[src/rtl/alu_cmd_issuer_if.sv]
// alu_cmd_issuer_if
//   Command and issue bundle for alu_cmd_issuer.
//   master : command source and downstream consumer (drives Cmd_* and Stall)
//   slave  : the issuer (drives Cmd_Ready, issued operands, enables, tags)
//   Upstream  : Cmd_Valid, Cmd_Ready, Cmd_FUN[3:0], Cmd_A, Cmd_B, Cmd_Tag[3:0]
//   Backpress : Stall
//   Issue     : A, B, ALU_FUN[3:0], Arith/Logic/CMP/Shift_Enable
//   Results   : Out_Valid, Out_Tag[3:0], Err_Valid, Err_Tag[3:0]
interface alu_cmd_issuer_if #(
    parameter int In_out = 16
);
    logic              Cmd_Valid;
    logic              Cmd_Ready;
    logic [3:0]        Cmd_FUN;
    logic [In_out-1:0] Cmd_A;
    logic [In_out-1:0] Cmd_B;
    logic [3:0]        Cmd_Tag;
    logic              Stall;
    logic [In_out-1:0] A;
    logic [In_out-1:0] B;
    logic [3:0]        ALU_FUN;
    logic              Arith_Enable;
    logic              Logic_Enable;
    logic              CMP_Enable;
    logic              Shift_Enable;
    logic              Out_Valid;
    logic [3:0]        Out_Tag;
    logic              Err_Valid;
    logic [3:0]        Err_Tag;

    modport master (
        output Cmd_Valid, Cmd_FUN, Cmd_A, Cmd_B, Cmd_Tag, Stall,
        input  Cmd_Ready, A, B, ALU_FUN,
        input  Arith_Enable, Logic_Enable, CMP_Enable, Shift_Enable,
        input  Out_Valid, Out_Tag, Err_Valid, Err_Tag
    );

    modport slave (
        input  Cmd_Valid, Cmd_FUN, Cmd_A, Cmd_B, Cmd_Tag, Stall,
        output Cmd_Ready, A, B, ALU_FUN,
        output Arith_Enable, Logic_Enable, CMP_Enable, Shift_Enable,
        output Out_Valid, Out_Tag, Err_Valid, Err_Tag
    );
endinterface

[src/rtl/alu_cmd_issuer.sv]
// alu_cmd_issuer
//   Buffers ALU commands in a DEPTH-entry FIFO and issues one per cycle to the
//   functional units, asserting exactly one unit enable per issue. Out_Valid /
//   Out_Tag follow the enable by one cycle to line up with the registered unit
//   result.
//   Ports:
//     CLK  - sole clock, rising edge
//     RST  - synchronous active-high reset, overrides push, pop and Stall
//     bus  - alu_cmd_issuer_if.slave (command input, issue outputs, tags)
//   Parameters:
//     In_out - operand width
//     DEPTH  - FIFO entries, power of two, >= 2
//   Optional feature macro: ALU_DIV_ZERO_CHECK_EN
//     When defined, a head entry with FUN=4'b0011 and B=0 is popped without
//     issue and reported on Err_Valid/Err_Tag. When undefined it issues
//     normally and Err_Valid/Err_Tag are tied to 0.
module alu_cmd_issuer #(
    parameter int In_out = 16,
    parameter int DEPTH  = 4
) (
    input logic            CLK,
    input logic            RST,
    alu_cmd_issuer_if.slave bus
);

    localparam int PTR_W = (DEPTH > 1) ? $clog2(DEPTH) : 1;
    localparam int CNT_W = $clog2(DEPTH + 1);
    localparam logic [CNT_W-1:0] DEPTH_C = CNT_W'(DEPTH);

    typedef struct packed {
        logic [3:0]        fun;
        logic [In_out-1:0] a;
        logic [In_out-1:0] b;
        logic [3:0]        tag;
    } entry_t;

    // Unit decode: bit0 Arith, bit1 Logic, bit2 CMP, bit3 Shift.
    function automatic logic [3:0] unit_onehot(input logic [1:0] sel);
        unit_onehot = 4'b0001 << sel;
    endfunction

    entry_t            mem_q [DEPTH];
    logic [PTR_W-1:0]  wr_ptr_q, wr_ptr_d;
    logic [PTR_W-1:0]  rd_ptr_q, rd_ptr_d;
    logic [CNT_W-1:0]  count_q,  count_d;
    logic [In_out-1:0] a_q, a_d;
    logic [In_out-1:0] b_q, b_d;
    logic [3:0]        fun_q, fun_d;
    logic [3:0]        en_q, en_d;
    logic [3:0]        iss_tag_q, iss_tag_d;
    logic              out_valid_q, out_valid_d;
    logic [3:0]        out_tag_q, out_tag_d;

    logic   cmd_ready;
    logic   push;
    logic   pop;
    logic   div_err;
    logic   issue;
    entry_t head;
    entry_t wr_entry;

    // Ready depends only on registered occupancy, so a pop in the same cycle
    // cannot let a new command in.
    assign cmd_ready = (count_q < DEPTH_C);
    assign push      = bus.Cmd_Valid && cmd_ready;
    assign pop       = (count_q != '0) && !bus.Stall;
    assign head      = mem_q[rd_ptr_q];
    assign wr_entry  = '{fun: bus.Cmd_FUN, a: bus.Cmd_A, b: bus.Cmd_B, tag: bus.Cmd_Tag};

`ifdef ALU_DIV_ZERO_CHECK_EN
    assign div_err = pop && (head.fun == 4'b0011) && (head.b == '0);
`else
    assign div_err = 1'b0;
`endif

    // A divide-by-zero entry is still popped, it just never reaches a unit.
    assign issue = pop && !div_err;

    always_comb begin
        wr_ptr_d    = wr_ptr_q;
        rd_ptr_d    = rd_ptr_q;
        count_d     = count_q;
        a_d         = a_q;
        b_d         = b_q;
        fun_d       = fun_q;
        en_d        = 4'b0000;
        iss_tag_d   = iss_tag_q;
        out_valid_d = |en_q;
        out_tag_d   = (|en_q) ? iss_tag_q : out_tag_q;

        if (push) begin
            wr_ptr_d = wr_ptr_q + PTR_W'(1);
        end
        if (pop) begin
            rd_ptr_d = rd_ptr_q + PTR_W'(1);
        end
        case ({push, pop})
            2'b10:   count_d = count_q + CNT_W'(1);
            2'b01:   count_d = count_q - CNT_W'(1);
            default: count_d = count_q;
        endcase

        if (issue) begin
            a_d       = head.a;
            b_d       = head.b;
            fun_d     = head.fun;
            en_d      = unit_onehot(head.fun[3:2]);
            iss_tag_d = head.tag;
        end
    end

    // Stage boundary: command storage (data only, no reset needed)
    always_ff @(posedge CLK) begin
        if (push) begin
            mem_q[wr_ptr_q] <= wr_entry;
        end
    end

    // Stage boundary: issue register and result-alignment register
    always_ff @(posedge CLK) begin
        if (RST) begin
            wr_ptr_q    <= '0;
            rd_ptr_q    <= '0;
            count_q     <= '0;
            a_q         <= '0;
            b_q         <= '0;
            fun_q       <= '0;
            en_q        <= '0;
            out_valid_q <= 1'b0;
            out_tag_q   <= '0;
        end else begin
            wr_ptr_q    <= wr_ptr_d;
            rd_ptr_q    <= rd_ptr_d;
            count_q     <= count_d;
            a_q         <= a_d;
            b_q         <= b_d;
            fun_q       <= fun_d;
            en_q        <= en_d;
            out_valid_q <= out_valid_d;
            out_tag_q   <= out_tag_d;
        end
    end

    // Tag of the command currently at the units; only consumed when en_q is set.
    always_ff @(posedge CLK) begin
        iss_tag_q <= iss_tag_d;
    end

`ifdef ALU_DIV_ZERO_CHECK_EN
    logic       err_valid_q, err_valid_d;
    logic [3:0] err_tag_q, err_tag_d;

    always_comb begin
        err_valid_d = 1'b0;
        err_tag_d   = err_tag_q;
        if (div_err) begin
            err_valid_d = 1'b1;
            err_tag_d   = head.tag;
        end
    end

    always_ff @(posedge CLK) begin
        if (RST) begin
            err_valid_q <= 1'b0;
            err_tag_q   <= '0;
        end else begin
            err_valid_q <= err_valid_d;
            err_tag_q   <= err_tag_d;
        end
    end

    assign bus.Err_Valid = err_valid_q;
    assign bus.Err_Tag   = err_tag_q;
`else
    assign bus.Err_Valid = 1'b0;
    assign bus.Err_Tag   = 4'b0000;
`endif

    assign bus.Cmd_Ready    = cmd_ready;
    assign bus.A            = a_q;
    assign bus.B            = b_q;
    assign bus.ALU_FUN      = fun_q;
    assign bus.Arith_Enable = en_q[0];
    assign bus.Logic_Enable = en_q[1];
    assign bus.CMP_Enable   = en_q[2];
    assign bus.Shift_Enable = en_q[3];
    assign bus.Out_Valid    = out_valid_q;
    assign bus.Out_Tag      = out_tag_q;

endmodule

[src/flat_wrapper.sv]
// flat-port wrapper written by rule: the top's interface ports become plain ports
module alu_cmd_issuer_flat 
#(
    parameter int In_out = 16,
    parameter int DEPTH  = 4
)
  (CLK, RST, bus_Cmd_Valid, bus_Cmd_FUN, bus_Cmd_A, bus_Cmd_B, bus_Cmd_Tag, bus_Stall, bus_Cmd_Ready, bus_A, bus_B, bus_ALU_FUN, bus_Arith_Enable, bus_Logic_Enable, bus_CMP_Enable, bus_Shift_Enable, bus_Out_Valid, bus_Out_Tag, bus_Err_Valid, bus_Err_Tag);
  alu_cmd_issuer_if #(.In_out(In_out)) bus_i ();
  input logic CLK;
  input logic RST;
  input wire logic [$bits(bus_i.Cmd_Valid)-1:0] bus_Cmd_Valid;
  input wire logic [$bits(bus_i.Cmd_FUN)-1:0] bus_Cmd_FUN;
  input wire logic [$bits(bus_i.Cmd_A)-1:0] bus_Cmd_A;
  input wire logic [$bits(bus_i.Cmd_B)-1:0] bus_Cmd_B;
  input wire logic [$bits(bus_i.Cmd_Tag)-1:0] bus_Cmd_Tag;
  input wire logic [$bits(bus_i.Stall)-1:0] bus_Stall;
  output wire logic [$bits(bus_i.Cmd_Ready)-1:0] bus_Cmd_Ready;
  output wire logic [$bits(bus_i.A)-1:0] bus_A;
  output wire logic [$bits(bus_i.B)-1:0] bus_B;
  output wire logic [$bits(bus_i.ALU_FUN)-1:0] bus_ALU_FUN;
  output wire logic [$bits(bus_i.Arith_Enable)-1:0] bus_Arith_Enable;
  output wire logic [$bits(bus_i.Logic_Enable)-1:0] bus_Logic_Enable;
  output wire logic [$bits(bus_i.CMP_Enable)-1:0] bus_CMP_Enable;
  output wire logic [$bits(bus_i.Shift_Enable)-1:0] bus_Shift_Enable;
  output wire logic [$bits(bus_i.Out_Valid)-1:0] bus_Out_Valid;
  output wire logic [$bits(bus_i.Out_Tag)-1:0] bus_Out_Tag;
  output wire logic [$bits(bus_i.Err_Valid)-1:0] bus_Err_Valid;
  output wire logic [$bits(bus_i.Err_Tag)-1:0] bus_Err_Tag;
  assign bus_i.Cmd_Valid = bus_Cmd_Valid;
  assign bus_i.Cmd_FUN = bus_Cmd_FUN;
  assign bus_i.Cmd_A = bus_Cmd_A;
  assign bus_i.Cmd_B = bus_Cmd_B;
  assign bus_i.Cmd_Tag = bus_Cmd_Tag;
  assign bus_i.Stall = bus_Stall;
  assign bus_Cmd_Ready = bus_i.Cmd_Ready;
  assign bus_A = bus_i.A;
  assign bus_B = bus_i.B;
  assign bus_ALU_FUN = bus_i.ALU_FUN;
  assign bus_Arith_Enable = bus_i.Arith_Enable;
  assign bus_Logic_Enable = bus_i.Logic_Enable;
  assign bus_CMP_Enable = bus_i.CMP_Enable;
  assign bus_Shift_Enable = bus_i.Shift_Enable;
  assign bus_Out_Valid = bus_i.Out_Valid;
  assign bus_Out_Tag = bus_i.Out_Tag;
  assign bus_Err_Valid = bus_i.Err_Valid;
  assign bus_Err_Tag = bus_i.Err_Tag;
  alu_cmd_issuer #(.In_out(In_out), .DEPTH(DEPTH)) u_core (.CLK(CLK), .RST(RST), .bus(bus_i));
endmodule
[config.mk]
export PLATFORM = sky130hd
export DESIGN_NAME = alu_cmd_issuer_flat
export DESIGN_NICKNAME = d
export VERILOG_FILES = /design/src/rtl/alu_cmd_issuer_if.sv /design/src/rtl/alu_cmd_issuer.sv /design/src/flat_wrapper.sv
export SDC_FILE = /design/constraint.sdc
export NUM_CORES = 1
export LEC_CHECK = 0
export ABC_AREA = 1
export CAP_MARGIN = 20
export CORE_ASPECT_RATIO = 0.6
export CORE_MARGIN = 4
export CORE_UTILIZATION = 40
export CTS_CLUSTER_SIZE = 16
export DETAILED_ROUTE_END_ITERATION = 8
export PLACE_DENSITY = 0.57
export SYNTH_ARGS = -nofsm -noshare
export SYNTH_HDL_FRONTEND = slang
export SYNTH_SLANG_ARGS = --single-unit
[constraint.sdc]
create_clock -name CLK -period 3.5 [get_ports CLK]
set_input_delay 0.7 -clock CLK [delete_from_list [all_inputs] [get_ports CLK]]
set_output_delay 0.7 -clock CLK [all_outputs]
set_load 0.03 [all_outputs]
# Word level (Yosys, flattened, before mapping)
# Memories as Yosys holds them, arrays and structs flattened. A register that Yosys moved wholly into a read port is not among the register bits.
# Index checks and enable logic that the tools add are counted.
[word_totals]
out_inout_bits = 51
reg_bits = 56
inputBits = 44
elab_cells = 32
memories = 1
ramBits = 160
[classes]
bitwise_logic = 1
mux = 5
order_cmp = 1
addsub = 4
n_reduce_logical = 7
shift = 1
n_eq_ne = 2
[memory_table]
columns = ["name", "words", "width", "read_ports", "rd_clocked_by_memory_dff", "write_ports", "line", "source"]
rows = [
  ["u_core.mem_q", 4, 40, 1, 1, 1, "alu_cmd_issuer.sv:42", "entry_t mem_q [DEPTH];"],
]
[ops]
columns = ["op", "count"]
rows = [
  ["$pmux W3 S2", 1],
  ["$add A2 B1 Y2 const B", 2],
  ["$mux W2", 2],
  ["$reduce_or A4 Y1", 1],
  ["$shl A1 B2 Y4 const A", 1],
  ["$add A3 B1 Y3 const B", 1],
  ["$lt A3 B3 Y1 const B", 1],
  ["$reduce_bool A3 Y1", 1],
  ["$sub A3 B1 Y3 const B", 1],
  ["$eq A2 B1 Y1 const B", 1],
  ["$eq A2 B2 Y1 const B", 1],
  ["$logic_and A1 B1 Y1", 2],
  ["$mux W1", 2],
  ["$reduce_bool A2 Y1", 1],
  ["$reduce_or A2 Y1", 1],
  ["$logic_not A1 Y1", 1],
  ["$not A1 Y1", 1],
]

# Longest topological paths before layout
# Gate-level depths: netlist of run 1.
[depth]
depth_word = 4
mapped_depth = 14
depth_no_buf = 13

# Least setup slack after synthesis of run 1
# OpenSTA, ideal clock, no wires.
[synth_timing]
path_type = "input port to flip-flop"
from = "input port bus_Cmd_Valid"
to = "memory u_core.mem_q[0][0] (netlist bit) (enable)"
path_stages = 2
n_path_buf = 0
slack_ns = 0.499
arrival_ns = 2.563
t_required_ns = 3.062
cell_sequence = "nand2_1 -> nor2_1"
[synth_between]
elab_chain_cells = 3
[synth_rtl]
columns = ["item", "line", "source"]
rows = [
  ["start, declared", "flat_wrapper.sv:11", "input wire logic [$bits(bus_i.Cmd_Valid)-1:0] bus_Cmd_Valid;"],
  ["$logic_and A1 B1 Y1", "alu_cmd_issuer.sv:65", "assign push = bus.Cmd_Valid && cmd_ready;"],
  ["$mux W1", "alu_cmd_issuer.sv:114", "if (push) begin"],
  ["$mux W1 (not written as such)", "alu_cmd_issuer.sv:115", "mem_q[wr_ptr_q] <= wr_entry;"],
  ["end, declared", "alu_cmd_issuer.sv:42", ""],
]
# No other way between the ends.

# Worst setup path after layout of run 1
[layout_timing]
from = "register u_core.count_q[2]"
to = "output port bus_Cmd_Ready"
[layout_between]
elab_chain_cells = 1
[layout_rtl]
columns = ["item", "line", "source"]
rows = [
  ["start, declared", "alu_cmd_issuer.sv:45", "logic [CNT_W-1:0] count_q, count_d;"],
  ["start signal, assigned", "alu_cmd_issuer.sv:134", "count_q <= count_d;"],
  ["$lt A3 B3 Y1", "alu_cmd_issuer.sv:64", "assign cmd_ready = (count_q < DEPTH_C);"],
  ["end, declared", "flat_wrapper.sv:17", "output wire logic [$bits(bus_i.Cmd_Ready)-1:0] bus_Cmd_Ready;"],
]
# No other way between the ends.

==> results of run 1 <==
area by class of cell:
class,count,area [um2]
fillers,2033,11200
inverters,196,738
multi-input cells,486,2050
clock inverters,14,183
well taps,286,358
repair buffers,101,993
flip-flops and latches,218,6010
clock buffers,26,566
power groups by stage:
stage	registers [mW]	clock network [mW]	logic, mW
3_3_place_gp	3.42	0	2.33
2_1_floorplan	3.75	0	1.27
3_5_place_dp	3.43	0	2.35
6_report	3.37	2.43	2.32
5_1_grt	3.41	2.60	2.61
4_1_cts	3.38	2.50	2.36
per-stage QoR:
stage,utilization [%],setup slack [ns]
after floorplan,-,0.499
after global placement,46.0,0.831
after detailed placement,46.0,0.800
after CTS,49.4,1.20
after global routing,49.4,1.12
final,49.4,1.23
how the worst min path moves through the flow:
stage                           from               endpoint  slack, ns  cells past startpoint
5_1_grt          u_core.iss_tag_q[3]  u_core.bus.Out_Tag[3]       0.52                      2
3_5_place_dp   u_core.bus.ALU_FUN[3]  u_core.bus.ALU_FUN[3]       0.47                      2
2_1_floorplan      u_core.count_q[0]      u_core.count_q[0]       0.44                      1
3_3_place_gp     u_core.iss_tag_q[0]  u_core.bus.Out_Tag[0]       0.46                      2
6_report       u_core.bus.ALU_FUN[3]  u_core.bus.ALU_FUN[3]       0.48                      2
4_1_cts        u_core.bus.ALU_FUN[3]  u_core.bus.ALU_FUN[3]       0.48                      2
state kept, by name (all words and copies together), names as in the netlist, named ones only:
name / cells
u_core.bus.A: 16
u_core.bus.B: 16
u_core.rd_ptr_q: 2
u_core.wr_ptr_q: 2
u_core.iss_tag_q: 4
u_core.en_q: 4
u_core.bus.ALU_FUN: 4
u_core.mem_q: 160
u_core.bus.Out_Valid: 1
u_core.bus.Out_Tag: 4
u_core.count_q: 3
cells by family after synthesis:
group	after synthesis
AOI/OAI and AO/OA	26
adders and majority gates	6
buffers and inverters	239
DFF	218
other	1
and+or+nand+nor	449
layer usage:
layer / track usage, % / vias to the layer above / wire length (um)
met3: 3.05 / 21 / 941
met5: 0 / - / 12
met4: 3.05 / 2 / 270
met2: 21.9 / 127 / 7800
li1: - / 3047 / -
met1: 22.6 / 2599 / 9750
worst max-delay path, cell delays in order (launching register included):
cell and delay (ns):
dfxtp_1 0.31, inv_2 0.09, clkdlybuf4s50_1 0.68
placed cells by master (no fill, tap or decap), drive strengths merged:
master / instances
buf: 12
fa: 1
bufinv: 4
clkbuf: 26
clkinv: 9
ha: 5
conb: 5
dfxtp: 54
nor2: 104
nand2: 270
a21oi: 5
nand3: 75
edfxtp: 164
o22ai: 4
clkdlybuf4s50: 89
o21ai: 17
inv: 197
==> flow_metrics.py, run 1 <==
metrics = {
    "logic_synthesis": {
        "synth_simple_gate_area_share_pct": 19.8,
        "ys_types": 20,
        "yosys_warnings": 0,
        "netlist_top_cells_area": "edfxtp_1 (55%), dfxtp_1 (12%), nand2_1 (11%)",
        "synth_mux_area_share_pct": 0,
        "synth_adder_area_share_pct": 0.917,
        "netlist_top_cells_count": "nand2_1 (269), inv_1 (191), edfxtp_1 (164), nor2_1 (104), nand3_1 (75)",
        "synthArstFlopShare_pct": 0,
        "yosysTopAreaCell": "edfxtp_1",
        "synth-edff-count": 164,
        "synth.top_cell.area_share_pct": 54.7,
        "yosysMostFrequentCell": "nand2_1",
        "synth.avg_cell_area_um2": 9.59,
        "synth_compound_area_share_pct": 1.50,
        "netlist_area_um2": 9000,
        "synth_flop_cell": "edfxtp_1",
        "syn-instance-count": 939,
        "yosysSeqAreaShare_pct": 66.7,
        "synth-seq-cells": 218,
        "synth_xor_area_share_pct": 0,
        "synth_top_family_by_area": "simple AND/OR/NAND/NOR gates",
    },
    "placement": {
        "port_buffers": 89,
        "dp_cells": 1287,
        "dp_hpwl_um": 11000,
        "gp_congestion": 0.702,
        "placed_cell_area_um2": 10200,
    },
    "pwr": {
        "p_int_mw": 5.47,
        "switching_share_pct": 32.6,
        "power_switching_mw": 2.65,
        "comb_power_share_pct": 28.6,
        "power.density_nw_per_um2": 744,
        "pwr-share-clk_pct": 29.9,
        "p_leak_nw": 4.80,
        "total_power_mw": 8.12,
        "ir_worst_vdd_uv": 376,
        "p_seq_share_pct": 41.6,
    },
    "sta": {
        "max_freq_mhz": 440,
        "drv_slew": 0,
        "setup_violations": 0,
        "worst_pin_slew_ns": 0.907,
        "finClkSkew_ns": 0.0144,
        "whs_ns": 0.480,
        "timing.final.crit_share_pct": 65.0,
        "layout_min_cycle_time_ns": 2.27,
        "slew-limit-headroom_pct": 39.4,
        "hold_viol": 0,
        "setup_tns_ns": 0,
        "rsz0062_at_grt": "false",
    },
    "global_route": {
        "grt.total_usage_pct": 14.8,
        "grt_pass1_wl_um": 29900,
        "grt_pass1_vias": 5472,
        "antenna_found_initial": 1,
        "grt_overflow_total": 0,
        "grt_max_degree": 81,
    },
    "route": {
        "vias": 5796,
        "routed_via_density": 4.37,
        "drcViolationCount": 0,
        "wl_per_cell_um": 14.1,
        "drt-initial-drc-count": 346,
        "ant_nets": 0,
        "dr.pass1.iters": 4,
        "routed_wirelength_um": 18800,
    },
    "clock_network": {
        "clockBufferDepth": 3,
        "cts_root_buf": "clkbuf_16",
        "clk_latency_ns": 0.51,
        "cts_tree": "built",
        "htree_levels": 1,
        "postCtsSetupRepairBufs": 0,
        "cts_hold_buffers": 0,
        "cts_num_sinks": 218,
        "cts.clk_slew.worst_paths_ns": 0.06,
        "cts_buffers": 22,
        "ctsResizeCount": 0,
    },
    "critical_path": {
        "r2r_start": "u_core.count_q[2]",
        "critPathRequiredTime_ns": 2.80,
        "reg2reg_depth": 10,
        "r2r_setup_slack_ns": 1.53,
        "critPathLaunch": "u_core.count_q[2]",
        "start_kind": "register",
        "crit_fanout": 5,
        "cp.arrival_ns": 1.57,
        "setup.worst_path.end_class": "primary output",
        "crit_path_end": "bus_Cmd_Ready",
        "r2r_end": "u_core.count_q[2]",
        "path_class": "reg -> out",
    },
    "flow_run": {
        "timing.max_cap.violations": 0,
    },
    "cells_and_area": {
        "finalInstanceArea_um2": 10900,
        "num_antenna_cells": 0,
        "fin_nets": 1075,
        "syn_to_final_growth_pct": 21.1,
        "layoutNonFillerInstCount": 1327,
        "layout-drive-gt1-share_pct": 5.57,
    },
    "run_status": {
        "status": "finished clean",
    },
    "die": {
        "die_area_um2": 25100,
        "core_area_um2": 22100,
        "die_h_um": 124,
        "rows": 42,
        "start_util_pct": 40.8,
        "boundaryPins": 95,
        "die_w_um": 202,
    },
    "worst_hold_path": {
        "hold_path_class": "reg -> reg",
    },
}
No activity file was read; power rests on OpenSTA's default activity.
==> run 2: changes to the inputs <==
==> constraint.sdc (replaced) <==
create_clock -name CLK -period 2.1 [get_ports CLK]
set_input_delay 0.42 -clock CLK [delete_from_list [all_inputs] [get_ports CLK]]
set_output_delay 0.42 -clock CLK [all_outputs]
set_load 0.03 [all_outputs]
==> run 2 against run 1 <==
  * Utilization up 0.58 points
  * Critical path depth down 1
  * Non-clock buffer count increased by 11
  * Routed wire length up 2.0%
  * Worst setup slack worse by 1.1 ns
  * Sequential share of layout area down 0.64 points
  * Register-to-register slack got worse by 1.2 ns
  * Global-route usage up 0.20 points
  * Clock power increased by 51%
  * Sequential cell count stayed put
  * Count of clock-buffer cells in the layout rose by 6
==> flow_metrics.py, run 2 (same netlist as run 1, synthesis figures left out) <==
metrics = {
    "run_status": {
        "status": "finished clean",
    },
    "worst_hold_path": {
        "hold_path_class": "reg -> reg",
    },
    "clock_network": {
        "cts_hold_buffers": 0,
        "clockBufferDepth": 3,
        "cts_num_sinks": 218,
        "postCtsSetupRepairBufs": 0,
        "htree_levels": 1,
        "cts_root_buf": "clkbuf_16",
        "cts_tree": "built",
        "clk_latency_ns": 0.50,
        "ctsResizeCount": 0,
        "cts_buffers": 22,
        "cts.clk_slew.worst_paths_ns": 0.06,
    },
    "sta": {
        "hold_viol": 0,
        "setup_violations": 0,
        "drv_slew": 0,
        "finClkSkew_ns": 0.0140,
        "max_freq_mhz": 507,
        "slew-limit-headroom_pct": 62.8,
        "worst_pin_slew_ns": 0.558,
        "layout_min_cycle_time_ns": 1.97,
        "rsz0062_at_grt": "false",
        "timing.final.crit_share_pct": 93.8,
    },
    "critical_path": {
        "cp_slowest_cell": "clkdlybuf4s50_1",
        "path_class": "reg -> out",
        "worstPathCellList": "clkdlybuf4s50_1",
        "crit_fanout": 2,
        "setup.worst_path.end_class": "primary output",
        "cp_top_family": "buffers and inverters",
        "start_kind": "register",
        "critPathRequiredTime_ns": 1.68,
        "max_stage_delay_ns": 0.73,
        "cp.arrival_ns": 1.55,
        "path_buf_inv": 1,
    },
    "route": {
        "drcViolationCount": 0,
        "ant_nets": 0,
        "wl_per_cell_um": 14.3,
        "routed_wirelength_um": 19200,
        "drt-initial-drc-count": 359,
        "vias": 5872,
        "routed_via_density": 4.39,
        "dr.pass1.iters": 5,
    },
    "placement": {
        "dp_hpwl_um": 11600,
        "port_buffers": 89,
        "gp_congestion": 0.717,
        "placed_cell_area_um2": 10400,
    },
    "die": {
        "die_h_um": 124,
        "core_area_um2": 22100,
        "start_util_pct": 40.8,
        "die_area_um2": 25100,
        "boundaryPins": 95,
        "rows": 42,
        "die_w_um": 202,
    },
    "cells_and_area": {
        "syn_to_final_growth_pct": 22.5,
        "fin_nets": 1086,
        "regMostFlops": "u_core.mem_q",
        "final_cell_mix": "nand2_1 (269), inv_1 (191), edfxtp_1 (164)",
        "layout-drive-gt1-share_pct": 6.18,
        "num_antenna_cells": 0,
        "finalInstanceArea_um2": 11000,
        "largest_register_ffs": 160,
        "layout_commonest_cell": "nand2_1",
    },
    "global_route": {
        "grt.total_usage_pct": 15.0,
        "grt_pass1_vias": 5535,
        "grt_max_degree": 81,
        "grt_overflow_total": 0,
        "antenna_found_initial": 2,
        "grt_pass1_wl_um": 30600,
    },
    "pwr": {
        "ir_worst_vdd_uv": 571,
        "total_power_mw": 13.3,
        "p_leak_nw": 4.85,
        "power.density_nw_per_um2": 1210,
    },
    "flow_run": {
        "timing.max_cap.violations": 0,
    },
}
run 2: cell count changes in the layout (fill, tap and decap cells not counted), sizes merged:
cell	change
clkinv	-3
clkinvlp	+1
buf	+11
bufinv	-4
clkbuf	+6
run 2: tightest hold or removal path, stage by stage (launching register included):
cell and delay [ns]:
edfxtp_1 0.32, nor2_1 0.04, nor2_1 0.09
run 2: layout make-up:
cell class,count,area (um2)
timing repair buffer,112,1200
fill,1963,11000
clock inverter,8,45.0
sequential,218,6010
multi-input combinational,486,2050
inverter,196,738
tap,286,358
clock buffer,32,629
run 2: final timing paths:
kind                       startpoint                    end  slack [ns]  depth (start not counted)
setup reg to reg    u_core.count_q[0]      u_core.count_q[2]        0.34                         12
setup / recovery     u_core.bus.B[14]              bus_B[14]        0.13                          1
hold / removal    u_core.iss_tag_q[0]  u_core.bus.Out_Tag[0]        0.48                          2
hold reg to reg   u_core.iss_tag_q[0]  u_core.bus.Out_Tag[0]        0.48                          2
run 2: power breakdown:
group	switching [mW]	leakage, nW	internal (mW)
clock network	1.58	0.329	2.09
logic	2.60	2.57	1.44
registers	0.248	1.95	5.37
run 2: metrics by stage:
stage | hold WS, ns | std cells | util [%] | setup WS, ns | setup TNS, ns
global placement | 0.457 | 1298 | 46.9 | 0.0177 | 0
detailed placement | 0.467 | 1298 | 46.9 | -0.0104 | -0.0104
global route | 0.494 | 1338 | 50.0 | 0.0679 | 0
CTS | 0.485 | 1338 | 50.0 | 0.0781 | 0
floorplan | 0.444 | 943 | - | -0.0738 | -11.81
finish | 0.483 | 1338 | 50.0 | 0.129 | 0
run 2: routing by layer:
layer  vias up  wire length (um)  track usage (%)
li1       3071                 -                -
met1      2640             10000             22.9
met2       124              7860             22.0
met3        33               979             3.73
met4         4               267             2.61
met5         -                34                0
==> run 3: changes to the inputs <==
--- a/config.mk
+++ b/config.mk
@@ -12,7 +12,8 @@
 export CORE_UTILIZATION = 40
 export CTS_CLUSTER_SIZE = 16
 export DETAILED_ROUTE_END_ITERATION = 8
-export PLACE_DENSITY = 0.57
+export HOLD_SLACK_MARGIN = 0.15
+export PLACE_DENSITY = 0.72
 export SYNTH_ARGS = -nofsm -noshare
 export SYNTH_HDL_FRONTEND = slang
 export SYNTH_SLANG_ARGS = --single-unit
==> run 3 against run 2 <==
  * Critical path depth stayed put
  * Non-clock buffer count unchanged
  * Critical endpoint is now bus_A[0]
  * Sequential share of layout area decreased by 0.12 points
  * First-iteration DRC count is 14% higher
  * Clock power up 3%
  * Utilization increased by 0.11 points
  * Worst hold slack worse by 0.0086 ns
  * Clock skew grew 0.0033 ns
  * Largest cell class unchanged
  * Via count up 2.5%
  * Worst setup slack worse by 0.074 ns
  * Highest routed layer unchanged
==> flow_metrics.py, run 3 (same netlist as run 1, synthesis figures left out) <==
metrics = {
    "run_status": {
        "status": "finished clean",
    },
    "die": {
        "die_area_um2": 25100,
        "die_w_um": 202,
        "start_util_pct": 40.8,
        "core_area_um2": 22100,
        "die_h_um": 124,
        "boundaryPins": 95,
        "rows": 42,
    },
    "cells_and_area": {
        "layoutNonFillerInstCount": 1336,
        "num_antenna_cells": 0,
        "layout_commonest_cell": "nand2_1",
        "finalInstanceArea_um2": 11100,
        "syn_to_final_growth_pct": 22.8,
        "layout-drive-gt1-share_pct": 6.38,
        "final_cell_mix": "nand2_1 (269), inv_1 (191), edfxtp_1 (164)",
        "largest_register_ffs": 160,
        "regArea_um2": 6010,
        "multiInputGateArea_um2": 2050,
        "fin_nets": 1085,
        "fillers": 1970,
        "regMostFlops": "u_core.mem_q",
        "fin_util_pct": 50.1,
    },
    "critical_path": {
        "path_buf_inv": 1,
        "cp_top_family": "buffers and inverters",
        "worstPathCellList": "clkdlybuf4s50_1",
        "reg2reg_depth": 13,
        "cp.arrival_ns": 1.62,
        "max_stage_delay_ns": 0.75,
        "crit_fanout": 2,
        "path_class": "reg -> out",
        "critPathRequiredTime_ns": 1.68,
        "critical_path_depth": 1,
        "start_kind": "register",
        "setup.worst_path.end_class": "primary output",
        "cp_slowest_cell": "clkdlybuf4s50_1",
    },
    "clock_network": {
        "ctsResizeCount": 0,
        "cts_tree": "built",
        "cts_hold_buffers": 0,
        "postCtsSetupRepairBufs": 0,
        "cts_root_buf": "clkbuf_16",
        "cts_num_sinks": 218,
        "htree_levels": 1,
        "clockBufferDepth": 3,
        "cts_buffers": 21,
        "clk_latency_ns": 0.50,
        "cts.clk_slew.worst_paths_ns": 0.06,
    },
    "placement": {
        "placed_cell_area_um2": 10400,
        "dp_cells": 1298,
        "dp_hpwl_um": 11400,
        "gp_congestion": 0.774,
        "port_buffers": 89,
    },
    "sta": {
        "hold_viol": 0,
        "whs_ns": 0.474,
        "finClkSkew_ns": 0.0173,
        "layout_min_cycle_time_ns": 2.04,
        "worst_pin_slew_ns": 0.814,
        "rsz0062_at_grt": "false",
        "setup_tns_ns": 0,
        "slew-limit-headroom_pct": 45.8,
        "setup_violations": 0,
        "max_freq_mhz": 489,
        "drv_slew": 0,
        "timing.final.crit_share_pct": 97.4,
    },
    "global_route": {
        "grt_overflow_total": 0,
        "grt_max_degree": 81,
        "grt_pass1_wl_um": 30500,
        "grt_pass1_vias": 5873,
        "antenna_found_initial": 1,
        "grt.total_usage_pct": 14.9,
    },
    "pwr": {
        "ir_worst_vdd_uv": 699,
        "p_leak_nw": 4.86,
        "power.density_nw_per_um2": 1220,
    },
    "route": {
        "ant_nets": 0,
        "dr.pass1.iters": 5,
        "vias": 6018,
        "routed_wirelength_um": 18400,
        "routed_via_density": 4.50,
        "wl_per_cell_um": 13.8,
        "drcViolationCount": 0,
        "drt-initial-drc-count": 408,
    },
    "flow_run": {
        "timing.max_cap.violations": 0,
    },
    "worst_hold_path": {
        "hold_path_class": "reg -> reg",
        "hold_depth": 2,
    },
}
-- run 3: cell count changes in the layout (fill, tap and decap cells not counted) --
cell / before / now
clkbuf_1: 7 / 2
bufinv_16: 0 / 3
clkbuf_16: 23 / 21
clkinv_2: 3 / 5
clkbuf_8: 2 / 1
clkinv_1: 3 / 4
inv_6: 0 / 1
inv_8: 1 / 0
nand2_2: 1 / 0
nand2_4: 0 / 1
-- run 3: per-stage QoR --
stage	setup slack, ns	power (mW)
2_1_floorplan	-0.0738	8.35
3_3_place_gp	0.00583	9.69
3_5_place_dp	-0.0445	9.77
4_1_cts	0.0319	13.6
5_1_grt	0.0207	14.3
6_report	0.0552	13.5
-- run 3: final timing paths --
path	startpoint	to	slack (ns)
worst min-delay path	u_core.iss_tag_q[3]	u_core.bus.Out_Tag[3]	0.47
worst max-delay path	u_core.bus.A[0]	bus_A[0]	0.06
worst max register to register	u_core.count_q[0]	u_core.count_q[2]	0.33
worst min register to register	u_core.iss_tag_q[3]	u_core.bus.Out_Tag[3]	0.47
-- run 3: area by class of cell --
cell class / instances / share of cell area, %
repair buffers: 112 / 10.9
clock inverters: 14 / 1.32
clock buffers: 24 / 4.95
well taps: 286 / 3.24
flip-flops and latches: 218 / 54.4
multi-input cells: 486 / 18.6
inverters: 196 / 6.68
-- run 3: power by group --
part | internal [mW] | switching [mW]
registers | 5.37 | 0.268
logic | 1.44 | 2.59
clock network | 2.24 | 1.55
-- run 3: metal layers --
metal / vias up / routed length, um / GRT usage, %
li1: 3074 / - / -
met1: 2763 / 9160 / 21.9
met2: 155 / 7950 / 23.3
met3: 24 / 1030 / 3.08
met4: 2 / 272 / 2.69
met5: - / 12 / 0
